==> src/rtl/dds_ctrl_pkg.sv <==
// Shared types and timing defaults for the DDS pulse sequencer.
// Holds the sequencer state encoding and small elaboration-time helpers.
package dds_ctrl_pkg;

  typedef enum logic [2:0] {
    StIdle,
    StUpdate,
    StSettle,
    StRampUp,
    StHold,
    StRampDn
  } state_e;

  localparam int unsigned DefNch          = 16;
  localparam int unsigned DefIoupCycles   = 4;
  localparam int unsigned DefSettleCycles = 8;
  localparam int unsigned DefTimeout      = 4096;
  localparam int unsigned DefPwW          = 16;
  localparam int unsigned ChanIdW         = 4;

  // Ceiling log2, never below 1 so it can size a vector directly.
  function automatic int unsigned clog2(input int unsigned value);
    int unsigned res;
    int unsigned v;
    res = 0;
    v   = (value > 0) ? value - 1 : 0;
    while (v > 0) begin
      res++;
      v = v >> 1;
    end
    return (res == 0) ? 1 : res;
  endfunction

  function automatic int unsigned max2(input int unsigned a, input int unsigned b);
    return (a > b) ? a : b;
  endfunction

endpackage

==> src/rtl/dds_trig_arbiter.sv <==
// Trigger edge detector with lowest-index-wins priority encoding.
// valid_o flags any armed rising edge this cycle; idx_o names the winner.
module dds_trig_arbiter
  import dds_ctrl_pkg::*;
#(
  parameter int unsigned NCH = DefNch
) (
  input  logic               clk_i,
  input  logic               rst_i,
  input  logic [NCH-1:0]     trig_i,
  input  logic [NCH-1:0]     mask_i,
  output logic               valid_o,
  output logic [ChanIdW-1:0] idx_o
);

  logic [NCH-1:0] trig_q;
  logic [NCH-1:0] edges;

  always_ff @(posedge clk_i or posedge rst_i) begin
    if (rst_i) begin
      trig_q <= '0;
    end else begin
      trig_q <= trig_i;
    end
  end

  assign edges   = trig_i & ~trig_q & mask_i;
  assign valid_o = |edges;

  // Scan from the top so the lowest set index is the last assignment.
  always_comb begin
    idx_o = '0;
    for (int i = NCH - 1; i >= 0; i--) begin
      if (edges[i]) begin
        idx_o = ChanIdW'(i);
      end
    end
  end

endmodule

==> src/rtl/dds_pulse_sequencer.sv <==
// DDS pulse sequencer: turns an armed trigger edge into io_update / ramp-up /
// hold / ramp-down strobes, closing each ramp on the synchronised drover pin.
module dds_pulse_sequencer
  import dds_ctrl_pkg::*;
#(
  parameter int unsigned NCH           = DefNch,
  parameter int unsigned IOUP_CYCLES   = DefIoupCycles,
  parameter int unsigned SETTLE_CYCLES = DefSettleCycles,
  parameter int unsigned TIMEOUT       = DefTimeout,
  parameter int unsigned PW_W          = DefPwW
) (
  input  logic               clk_500m,
  input  logic               rst,
  input  logic [NCH-1:0]     triger_pulse,
  input  logic [NCH-1:0]     chan_mask,
  input  logic               enable,
  input  logic [PW_W-1:0]    pulse_width,
  input  logic               drover,
  input  logic               err_clr,
  output logic               io_update,
  output logic               drctl,
  output logic               osk,
  output logic               pulse_position,
  output logic               busy,
  output logic [ChanIdW-1:0] chan_id,
  output logic               missed,
  output logic               timeout_err
);

  localparam int unsigned CntMax =
      max2(max2(IOUP_CYCLES, SETTLE_CYCLES), max2(TIMEOUT, 32'd1 << PW_W));
  localparam int unsigned CntW = clog2(CntMax + 1);

  localparam logic [CntW-1:0] IoupLast    = CntW'(IOUP_CYCLES - 1);
  localparam logic [CntW-1:0] SettleLast  = CntW'(SETTLE_CYCLES - 1);
  localparam logic [CntW-1:0] TimeoutLast = CntW'(TIMEOUT - 1);

  state_e              state_q, state_d;
  logic [CntW-1:0]     cnt_q, cnt_d;
  logic [PW_W-1:0]     pw_q;
  logic [PW_W-1:0]     pw_eff;
  logic [CntW-1:0]     hold_last;
  logic [ChanIdW-1:0]  chan_id_q;
  logic                missed_q, missed_d;
  logic                timeout_q, timeout_d;
  logic                timeout_hit;
  logic                trig_valid;
  logic [ChanIdW-1:0]  trig_idx;
  logic                start;
  logic                drover_meta_q, drover_s_q, drover_prev_q;
  logic                drover_rise;

  dds_trig_arbiter #(
    .NCH (NCH)
  ) u_arbiter (
    .clk_i   (clk_500m),
    .rst_i   (rst),
    .trig_i  (triger_pulse),
    .mask_i  (chan_mask),
    .valid_o (trig_valid),
    .idx_o   (trig_idx)
  );

  assign start = trig_valid & enable & (state_q == StIdle);

  // drover is asynchronous to clk_500m; the third flop only provides edge history.
  always_ff @(posedge clk_500m or posedge rst) begin
    if (rst) begin
      drover_meta_q <= 1'b0;
      drover_s_q    <= 1'b0;
      drover_prev_q <= 1'b0;
    end else begin
      drover_meta_q <= drover;
      drover_s_q    <= drover_meta_q;
      drover_prev_q <= drover_s_q;
    end
  end

  assign drover_rise = drover_s_q & ~drover_prev_q;

  // A zero pulse width still holds for one cycle.
  assign pw_eff    = (pw_q == '0) ? PW_W'(1) : pw_q;
  assign hold_last = CntW'(pw_eff) - CntW'(1);

  always_ff @(posedge clk_500m or posedge rst) begin
    if (rst) begin
      state_q <= StIdle;
    end else begin
      state_q <= state_d;
    end
  end

  always_comb begin
    state_d     = state_q;
    cnt_d       = cnt_q;
    timeout_hit = 1'b0;
    unique case (state_q)
      StIdle: begin
        if (start) begin
          state_d = StUpdate;
          cnt_d   = '0;
        end
      end
      StUpdate: begin
        if (cnt_q == IoupLast) begin
          state_d = StSettle;
          cnt_d   = '0;
        end else begin
          cnt_d = cnt_q + CntW'(1);
        end
      end
      StSettle: begin
        if (cnt_q == SettleLast) begin
          state_d = StRampUp;
          cnt_d   = '0;
        end else begin
          cnt_d = cnt_q + CntW'(1);
        end
      end
      StRampUp: begin
        if (drover_rise) begin
          state_d = StHold;
          cnt_d   = '0;
        end else if (cnt_q == TimeoutLast) begin
          state_d     = StIdle;
          cnt_d       = '0;
          timeout_hit = 1'b1;
        end else begin
          cnt_d = cnt_q + CntW'(1);
        end
      end
      StHold: begin
        if (cnt_q == hold_last) begin
          state_d = StRampDn;
          cnt_d   = '0;
        end else begin
          cnt_d = cnt_q + CntW'(1);
        end
      end
      StRampDn: begin
        if (drover_rise) begin
          state_d = StIdle;
          cnt_d   = '0;
        end else if (cnt_q == TimeoutLast) begin
          state_d     = StIdle;
          cnt_d       = '0;
          timeout_hit = 1'b1;
        end else begin
          cnt_d = cnt_q + CntW'(1);
        end
      end
      default: begin
        state_d = StIdle;
        cnt_d   = '0;
      end
    endcase
  end

  // Strobes decode straight from the state register so reset clears them at once.
  always_comb begin
    io_update      = 1'b0;
    drctl          = 1'b0;
    osk            = 1'b0;
    pulse_position = 1'b0;
    busy           = (state_q != StIdle);
    unique case (state_q)
      StUpdate: io_update = 1'b1;
      StRampUp: begin
        drctl = 1'b1;
        osk   = 1'b1;
      end
      StHold: begin
        drctl          = 1'b1;
        osk            = 1'b1;
        pulse_position = 1'b1;
      end
      StRampDn: osk = 1'b1;
      default: ;
    endcase
  end

  // Set wins over a simultaneous clear.
  assign missed_d  = (trig_valid & busy) | (missed_q & ~err_clr);
  assign timeout_d = timeout_hit | (timeout_q & ~err_clr);

  always_ff @(posedge clk_500m or posedge rst) begin
    if (rst) begin
      cnt_q     <= '0;
      pw_q      <= '0;
      chan_id_q <= '0;
      missed_q  <= 1'b0;
      timeout_q <= 1'b0;
    end else begin
      cnt_q     <= cnt_d;
      missed_q  <= missed_d;
      timeout_q <= timeout_d;
      if (start) begin
        pw_q      <= pulse_width;
        chan_id_q <= trig_idx;
      end
    end
  end

  assign chan_id     = chan_id_q;
  assign missed      = missed_q;
  assign timeout_err = timeout_q;

  hold_implies_ramp_up : assert property (
    @(posedge clk_500m) disable iff (rst) pulse_position |-> (osk && drctl));
  update_excludes_osk : assert property (
    @(posedge clk_500m) disable iff (rst) !(io_update && osk));

endmodule

==> config.mk <==
export PLATFORM = sky130hd
export DESIGN_NAME = dds_pulse_sequencer
export DESIGN_NICKNAME = d
export VERILOG_FILES = /design/src/rtl/dds_ctrl_pkg.sv /design/src/rtl/dds_trig_arbiter.sv /design/src/rtl/dds_pulse_sequencer.sv
export SDC_FILE = /design/constraint.sdc
export NUM_CORES = 1
export LEC_CHECK = 0
export CELL_PAD_IN_SITES_DETAIL_PLACEMENT = 0
export CELL_PAD_IN_SITES_GLOBAL_PLACEMENT = 2
export CORE_AREA = 2 2 106 108
export CTS_BUF_LIST = sky130_fd_sc_hd__clkbuf_4
export DETAILED_ROUTE_END_ITERATION = 10
export DIE_AREA = 0 0 108 110
export PLACE_DENSITY_LB_ADDON = 0.08
export SLEW_MARGIN = 25
export SYNTH_ARGS = -nofsm -noshare
export SYNTH_HDL_FRONTEND = slang
export SYNTH_SLANG_ARGS = --single-unit
==> constraint.sdc <==
create_clock -name clk_500m -period 5.1 [get_ports clk_500m]
set_input_delay 1.02 -clock clk_500m [delete_from_list [all_inputs] [get_ports clk_500m]]
set_output_delay 1.02 -clock clk_500m [all_outputs]
set_load 0.02 [all_outputs]
==> impl_metrics.env <==
export IMPL_h_tree_depth=3
export IMPL_synth_edf_count=0
export IMPL_slew_headroom_pct=30.2
export IMPL_r2r_start="pw_q[0]$_DFFE_PP0P_"
export IMPL_outcome="finished clean"
export IMPL_worst_setup_path_endpoint="cnt_q[5]$_DFFE_PP0N_"
export IMPL_critical_path_max_fanout=28
export IMPL_ys_seq_area_share_pct=43.9
export IMPL_drc=0
export IMPL_ff2ff_path_depth=14
export IMPL_gr_total_overflow=0
export IMPL_drive_gt1_share_pct=10.7
export IMPL_finClkSkew_ns=0.0209
export IMPL_slew_viol_final=0
export IMPL_ir_worst_vdd_mv=0.108
export IMPL_clock_path_buffers=2
export IMPL_crit_type="reg2reg"
export IMPL_hold_violations=0
export IMPL_rsz0062_at_grt="no"
export IMPL_rows=38
export IMPL_clock_root_buffer="clkbuf_4"
export IMPL_min_period_over_period_pct=89.8
export IMPL_ys_ff_latch=61
export IMPL_detail_route_wl_per_cell_um=15.7
export IMPL_worst_path_largest_cell_delay_ns=0.67
export IMPL_grt_max_degree=37
export IMPL_grt_total_usage_pct=16.7
export IMPL_routed_wl_um=9140
export IMPL_finalSetupViolations=0
export IMPL_holdBufCountCts=0
export IMPL_layout_area_overhead_vs_synth_pct=24.8
export IMPL_timing_final_ws_setup_ns=0.519
export IMPL_cts_tree="yes"
export IMPL_insertion_delay_ns=0.41
export IMPL_synth_top_area_share_pct=43.9
export IMPL_p_leak_nw=1.76
export IMPL_synthTopCellsByCount="dfrtp_1 (61), nand2_1 (48), nor2_1 (33), o21ai_0 (30), mux2_2 (15)"
export IMPL_yosys_most_used_dff="dfrtp_1"
export IMPL_synthArstFlopShare_pct=100
export IMPL_cts_buffers=9
export IMPL_cp_start_kind="register"
export IMPL_path_clk_slew_ns=0.12
export IMPL_multi_input_area_sq_um=1820
export IMPL_max_freq_mhz=218
export IMPL_worstSetupEndpointType="register"
export IMPL_synth_top_area_cell="dfrtp_1"
export IMPL_critPathLaunch="pw_q[0]$_DFFE_PP0P_"
export IMPL_gp_congestion=0.813
export IMPL_grt_pass1_wl_um=15100
export IMPL_synth_most_common_cell="dfrtp_1"
export IMPL_syn_inst=379
export IMPL_drt_initial_drc_count=88
export IMPL_cp_slowest_cell="or4_1"
export IMPL_synth_area_per_cell_sq_um=9.17
export IMPL_num_nets_final=492
export IMPL_drtAntennaViolNets=0
export IMPL_synth_cell_types=57
export IMPL_total_power_mw=0.989
export IMPL_fill_cells=1074
export IMPL_grt_antenna_before_repair=0
export IMPL_n_antenna_cell=0
export IMPL_first_global_vias=2974
export IMPL_pin_count=64
export IMPL_routed_via_density=5.04
export IMPL_dr_total_vias=2929
export IMPL_cts_sinks=61
export IMPL_critical_path_cell_chain="or4_1 > or3_1 > nor3_2 > nor2_1 > ha_1 > nor3b_1 > nand4_1 > mux2_2 > a22o_1 > nor4_4 > nand4_2 > a21oi_4 > o21ai_0 > a21o_1"
export IMPL_maxCapViolations=0
export IMPL_fp_dieArea_sq_um=11900
export IMPL_fp_dieW_um=108
export IMPL_rrSetupSlack_ns=0.52
export IMPL_utilization_pct=40.5
export IMPL_initial_utilization_pct=32.5
export IMPL_required_ns=5.41
export IMPL_coreArea_sq_um=10700
export IMPL_min_path_type="reg2reg"
export IMPL_syn_nets=434
export IMPL_ff_latch_area_sq_um=1530
export IMPL_pre_cts_slack_ns=0.543
export IMPL_tightest_slew_ns=1.05
export IMPL_p_per_area_nw_per_um2=228
export IMPL_fin_crit_ns=4.58
export IMPL_yosysWarnings=0
export IMPL_dr_pass1_iters=4
export IMPL_rr_endpoint="cnt_q[5]$_DFFE_PP0N_"
export IMPL_crit_arrival_ns=4.89
export IMPL_dp_final_hpwl_um=6790
export IMPL_tns_ns=0
export IMPL_die_h_um=110
export IMPL_portBuffers=63
export IMPL_synthTopCellsByArea="dfrtp_1 (44%), nand2_1 (5.2%), mux2_2 (4.9%)"
export IMPL_netlist_area_sq_um=3470
export IMPL_ctsResizeCount=0
export IMPL_cts_setup_buffers=0
-- state kept, by name, indices dropped and copies added, names as in the netlist --
signal	cells
drover_prev_q	1
timeout_err	1
drover_s_q	1
state_q	3
missed	1
u_arbiter.trig_q	16
cnt_q	17
pw_q	16
chan_id	4
drover_meta_q	1
-- worst max-delay path: cells and delay by family, from the launching register on --
family,cells,cell delay [ns]
multiplexers,1,0.36
AO/OA/AOI/OAI,4,1.29
AND/OR/NAND/NOR,8,2.16
flip-flops,1,0.45
adder cells (fa/ha/maj),1,0.21
-- stage by stage --
stage               area [sq um]  cells  hold WS [ns]
floorplan                   3470    379         0.331
global placement            4210    566         0.335
detailed placement          4210    566         0.335
CTS                         4340    581         0.361
global route                4340    581         0.371
finish                      4340    581         0.359
-- layout make-up --
| cell class | count | area share [%] |
|---|---|---|
| inverter | 12 | 1.04 |
| clock buffer | 9 | 1.56 |
| tap | 140 | 4.04 |
| clock inverter | 6 | 1.27 |
| sequential | 61 | 35.2 |
| timing repair buffer | 65 | 14.9 |
| multi-input combinational | 288 | 42.0 |
-- layer usage --
metal,global-route usage (%),routed length [um],up-vias
li1,-,-,1483
met1,20.9,4290,1383
met2,28.6,4390,56
met3,4.29,387,7
met4,4.67,73,0
met5,0,0,-
-- where the power goes --
part           leakage (nW)  switching (mW)  internal (mW)
registers             0.732          0.0149          0.501
logic                 0.959          0.0627         0.0734
clock network        0.0666           0.195          0.142
total                  1.76           0.273          0.716
-- kinds of logic after synthesis --
group,share of synthesized area [%]
AND/OR/NAND/NOR,25.5
XOR/XNOR,5.04
flip-flops,43.9
buffers and inverters,3.71
multiplexers,6.01
AO/OA/AOI/OAI,15.1
adder cells (fa/ha/maj),0.720
-- cells in the final DEF (no fill, tap or decap), drive strengths merged, types with 2 or more instances in the layout --
cell,count
nor2,36
clkdlybuf4s50,63
inv,12
nand3b,12
o22ai,2
o31a,3
and3,3
nand4,5
a41oi,2
or3,7
mux2i,4
ha,2
a21o,5
a21oi,11
nor3,11
a31oi,5
o211ai,3
xnor2,14
o21ai,33
nand2,48
o31ai,3
nor2b,3
o311ai,2
clkbuf,9
buf,2
or2,3
nor4,13
a211o,3
mux2,15
or4,5
nor3b,3
clkinv,4
xor2,6
nand3,14
dfrtp,61
-- how the worst min path moves through the flow --
stage                                  startpoint                   end  slack [ns]  depth (start not counted)
final                     drover_meta_q$_DFF_PP0_  drover_s_q$_DFF_PP0_        0.36                          0
after floorplan           drover_meta_q$_DFF_PP0_  drover_s_q$_DFF_PP0_        0.33                          0
after CTS                 drover_meta_q$_DFF_PP0_  drover_s_q$_DFF_PP0_        0.36                          0
after detailed placement  drover_meta_q$_DFF_PP0_  drover_s_q$_DFF_PP0_        0.33                          0
after global routing      drover_meta_q$_DFF_PP0_  drover_s_q$_DFF_PP0_        0.37                          0
after global placement    drover_meta_q$_DFF_PP0_  drover_s_q$_DFF_PP0_        0.34                          0
Power figures use the tool's default switching activity.
